===== config.mk =====
export PLATFORM = sky130hd
export DESIGN_NAME = ir_prefetch
export DESIGN_NICKNAME = d
export VERILOG_FILES = /design/src/rtl/ir_prefetch.sv
export SDC_FILE = /design/constraint.sdc
export NUM_CORES = 1
export LEC_CHECK = 0
export CORE_ASPECT_RATIO = 0.7
export CORE_MARGIN = 3
export CORE_UTILIZATION = 33
export DETAILED_ROUTE_END_ITERATION = 6
export GPL_ROUTABILITY_DRIVEN = 0
export PLACE_DENSITY = 0.67
export SYNTH_ARGS = -nofsm -noshare
export SYNTH_HDL_FRONTEND = slang
export SYNTH_SLANG_ARGS = --single-unit

===== constraint.sdc =====
create_clock -name clk -period 3.1 [get_ports clk]
set_clock_uncertainty 0.05 [all_clocks]
set_input_delay 0.62 -clock clk [delete_from_list [all_inputs] [get_ports clk]]
set_output_delay 0.62 -clock clk [all_outputs]
set_load 0.01 [all_outputs]

===== src/rtl/ir_prefetch.sv =====
// Prefetch queue in front of decode: a DEPTH-entry circular byte buffer that
// presents a complete opcode+operand bundle once all of its bytes are queued.
module ir_prefetch #(
    parameter int WIDTH        = 8,
    parameter int DEPTH        = 4,
    parameter int MAX_OPERANDS = 2
) (
    input  logic                                 clk,
    input  logic                                 rst,
    input  logic                                 we,
    input  logic [WIDTH-1:0]                     bus,
    input  logic                                 flush,
    output logic [WIDTH-1:0]                     head_byte,
    input  logic [$clog2(MAX_OPERANDS+1)-1:0]    head_len,
    output logic                                 instr_valid,
    output logic [WIDTH-1:0]                     opcode,
    output logic [MAX_OPERANDS*WIDTH-1:0]        operands,
    input  logic                                 instr_ack,
    output logic [$clog2(DEPTH+1)-1:0]           count,
    output logic                                 full,
    output logic                                 empty,
    output logic                                 overflow
);

    localparam int PW = $clog2(DEPTH);
    localparam int LW = $clog2(MAX_OPERANDS + 1);
    localparam int CW = $clog2(DEPTH + 1);

    localparam logic [LW-1:0] MAX_LEN = LW'(MAX_OPERANDS);
    localparam logic [CW-1:0] DEPTH_C = CW'(DEPTH);

    logic [WIDTH-1:0] mem [DEPTH];
    logic [PW-1:0]    rp;
    logic [PW-1:0]    wp;

    logic [LW-1:0]    eff_len;
    logic [CW-1:0]    bundle_len;
    logic [CW-1:0]    pop_len;
    logic             push_ok;
    logic             pop;

    // full is taken from the registered count, so a same-cycle pop never
    // makes room for a push arriving while the queue is full.
    always_comb begin
        eff_len     = (head_len > MAX_LEN) ? MAX_LEN : head_len;
        bundle_len  = CW'(eff_len) + CW'(1);
        instr_valid = (count >= bundle_len);
        full        = (count == DEPTH_C);
        empty       = (count == '0);
        push_ok     = we && !full;
        pop         = instr_ack && instr_valid;
        pop_len     = pop ? bundle_len : '0;
    end

    always_ff @(posedge clk) begin
        if (rst || flush) begin
            rp       <= '0;
            wp       <= '0;
            count    <= '0;
            overflow <= 1'b0;
        end else begin
            if (push_ok) begin
                wp <= wp + PW'(1);
            end
            if (we && full) begin
                overflow <= 1'b1;
            end
            if (pop) begin
                rp <= rp + PW'(bundle_len);
            end
            count <= count + CW'(push_ok) - pop_len;
        end
    end

    always_ff @(posedge clk) begin
        if (!rst && !flush && push_ok) begin
            mem[wp] <= bus;
        end
    end

    always_comb begin
        head_byte = empty ? '0 : mem[rp];
        opcode    = instr_valid ? mem[rp] : '0;
        operands  = '0;
        for (int unsigned k = 0; k < MAX_OPERANDS; k++) begin
            if (instr_valid && (LW'(k) < eff_len)) begin
                operands[k*WIDTH +: WIDTH] = mem[rp + PW'(k + 1)];
            end
        end
    end

endmodule

==> results.py <==
metrics = {
    "cells_and_area": {
        "final_design_area_no_fill_um2": 3260,
        "layout.nets": 256,
        "filler_cell_count": 649,
        "layout_cells_sized_above_1_pct": 16.5,
        "antenna-diode-count": 0,
        "area_growth_syn_to_layout_pct": 33.8,
    },
    "clock_tree": {
        "cts_buffers": 5,
        "number_of_clock_sinks_seen_by_cts": 42,
        "insertion_delay_ps": 290,
        "cts_tree": "built",
        "htree_num_levels": 2,
        "cts.hold.buffers_added": 0,
        "clock-root-buffer": "sky130_fd_sc_hd__clkbuf_8",
        "ctsLongestPathBuffers": 2,
        "cts_clock_pin_slew_for_the_worst_setup_and_hold_paths_ps": 80,
    },
    "drt": {
        "wl_per_cell_um": 17.8,
        "detail_route.first_pass.iterations": 4,
        "routed-via-count": 1634,
        "route.detailed.vias_per_inst": 5.04,
        "drt_wl_total_mm": 5.78,
        "initialDrtViolationCount": 50,
        "antenna_violating_nets_post_route": 0,
        "residual_drc_count": 0,
    },
    "critical_path": {
        "cp_data_required_time_ps": 2430,
        "critical_path_arrival_ps": 2400,
        "r2r_cells": 12,
        "crit_start": "head_len[1]",
        "rr_startpoint": "count[0]",
        "timing.critical_path.fanout_max": 6,
        "kind_of_critical_path": "in -> out",
        "worst_setup_path_end_kind": "output port",
        "startpoint_type": "primary input",
    },
    "sta": {
        "timing.final.hold_violations": 0,
        "finalHoldWorstSlack_ps": 425,
        "setup-violations-final": 0,
        "max_slew_margin_pct": 65.2,
        "worst_pin_slew_ps": 522,
        "final.min_clock_period_ps": 3070,
        "max_freq_mhz": 325,
        "rsz_0062_raised_after_global_routing": "yes",
        "report.final.slew_viol_count": 0,
        "finalSetupTns_ps": 0,
        "period_share_pct": 99.2,
    },
    "logic_synthesis": {
        "yosys-top-cells-area": "sky130_fd_sc_hd__edfxtp_1 39%, sky130_fd_sc_hd__mux4_1 16%, sky130_fd_sc_hd__mux4_2 8.3%, sky130_fd_sc_hd__dfxtp_1 8.2%, sky130_fd_sc_hd__ha_1 5.6%",
        "synth_top_area_share_pct": 39.4,
        "synth-seq-cells": 42,
        "syn-cell-area_um2": 2440,
        "postSynthCellCount": 165,
        "synth.lib_cells_used.distinct": 32,
        "synth.yosys.warnings": 0,
        "avgSynthCellArea_um2": 14.8,
        "yosysSeqAreaShare_pct": 47.6,
        "synth_largest_area_cell": "sky130_fd_sc_hd__edfxtp_1",
        "synth_nets": 192,
    },
    "power_and_ir_drop": {
        "leak_pwr_nw": 1.34,
        "pwr-share-clk_pct": 34.1,
        "power.share.combinational_pct": 16.8,
        "powerDensity_nw_per_um2": 389,
        "power_frac_seq_pct": 49.1,
        "sw_frac_of_total_pct": 23.5,
        "vdd.ir_drop.worst_uv": 218,
        "power.switching_uw": 299,
        "cell_internal_pwr_uw": 971,
    },
    "floorplan": {
        "start_util_pct": 35.1,
        "floorplan.die.width_um": 109,
        "placeableCoreArea_um2": 6940,
        "top_level_ports": 54,
        "die-area_um2": 8470,
        "floorplan.die.height_um": 77.9,
        "row_count": 25,
    },
    "flow_run": {
        "drv_cap": 0,
    },
    "worst_hold_path": {
        "hold-path-cell-count": 2,
        "hold_start": "overflow",
        "min-delay-path-class": "reg -> reg",
    },
    "place": {
        "post_dp_cell_area_um2": 3120,
        "dp_hpwl_mm": 4.09,
        "numPortBuffers": 53,
    },
    "global_routing": {
        "grt_first_pass_wirelength_mm": 8.83,
        "grt_overflow_total": 0,
        "initial_antenna_violation_count": 0,
        "grt.total_usage_pct": 14.1,
        "first_global_vias": 1582,
        "grt_max_degree": 15,
    },
    "outcome": {
        "status": "completed",
    },
}
sequential cells by signal, summed over array words and instances, names as in the netlist, named ones only:
register and cells:
count 3, mem 32, overflow 1, rp 2, wp 2
layout make-up:
cell class / instances / area (um2) / area share, %
Multi-Input combinational cell: 106 / 1210 / 37.0
Timing Repair Buffer: 68 / 644 / 19.8
Inverter: 6 / 22.5 / 0.690
Clock buffer: 6 / 72.6 / 2.22
Sequential cell: 42 / 1160 / 35.6
Clock inverter: 2 / 37.5 / 1.15
Tap cell: 94 / 118 / 3.61
per-stage QoR:
step	utilization, %	power [mW]	instances	worst slack, ps
detailed placement	44.9	0.847	313	-405
CTS	46.7	1.28	323	10.0
global placement	44.9	0.843	313	-354
finish	47.0	1.27	324	25.3
floorplan	-	0.730	165	19.2
global route	47.0	1.33	324	-53.9
cells in the final DEF, fill, tap and decap left out, drive strengths merged, types with 2 or more instances in the layout:
cell and n:
and2 10, clkbuf 6, dlygate4sd2 14, inv 6, o21ai 2, clkdlybuf4s15 3
and3 13, nor2b 16, mux4 24, xnor2 4, a21oi 3, dfxtp 10
ha 11, buf 15, dlymetal6s2s 5, edfxtp 32, and2b 2, nor2 7
clkdlybuf4s50 31, nand2 2
metal layers:
metal / part of all wire, % / global-route usage (%) / vias up
met3: 6.6 / 3.91 / 5
met2: 47 / 22.4 / 53
met4: 0.81 / 3.78 / 0
met5: 0 / 0 / -
met1: 45 / 19.1 / 813
li1: - / - / 763
final timing paths:
path / endpoint / slack (ps)
max: opcode[5] / 30
min: overflow / 420
max reg2reg: count[2] / 370
min reg2reg: overflow / 420
worst max-delay path, stage by stage:
cell	delay (ps)
sky130_fd_sc_hd__dlygate4sd2_1	260
sky130_fd_sc_hd__nand2b_4	140
sky130_fd_sc_hd__ha_1	260
sky130_fd_sc_hd__nor2b_1	60
sky130_fd_sc_hd__o21ai_4	220
sky130_fd_sc_hd__buf_4	200
sky130_fd_sc_hd__and2_1	120
sky130_fd_sc_hd__clkdlybuf4s50_1	520
power groups by stage:
stage | Sequential [mW] | Combinational, mW | Clock, mW
global route | 0.625 | 0.234 | 0.467
floorplan | 0.634 | 0.0965 | 0
finish | 0.623 | 0.214 | 0.433
CTS | 0.623 | 0.216 | 0.439
global placement | 0.635 | 0.208 | 0
detailed placement | 0.636 | 0.211 | 0
cells in the mapped netlist (all sizes together):
library cell,count
and3,13
nor3,1
dfxtp,10
xnor2,4
nor3b,1
buf,6
clkbuf,5
a21oi,3
nand3,1
conb,1
mux4,24
nand3b,1
a41o,1
edfxtp,32
nand2,2
a31oi,1
nor2b,16
o21ai,2
or2,1
mux2i,1
nand2b,1
fa,1
a21bo,1
nor2,7
inv,6
and2b,2
ha,11
and2,10
kinds of logic after synthesis:
family                   count (synthesis)  share of synthesized area [%]
AND/OR/NAND/NOR                         56                           13.6
flip-flops                              42                           47.6
multiplexers                            25                           24.9
buffers and inverters                   17                           3.59
adder cells (fa/ha/maj)                 12                           6.47
AO/OA/AOI/OAI                            8                           2.26
XOR/XNOR                                 4                           1.44
other                                    1                          0.154
timing repair:
action	CTS	global route
gates cloned	1	0
setup endpoints to repair	26	11
endpoints found under the hold margin	0	0
setup buffers	1	1
gates resized for setup	25	6
pin swaps	1	0
No activity file was read; power rests on OpenSTA's default activity.
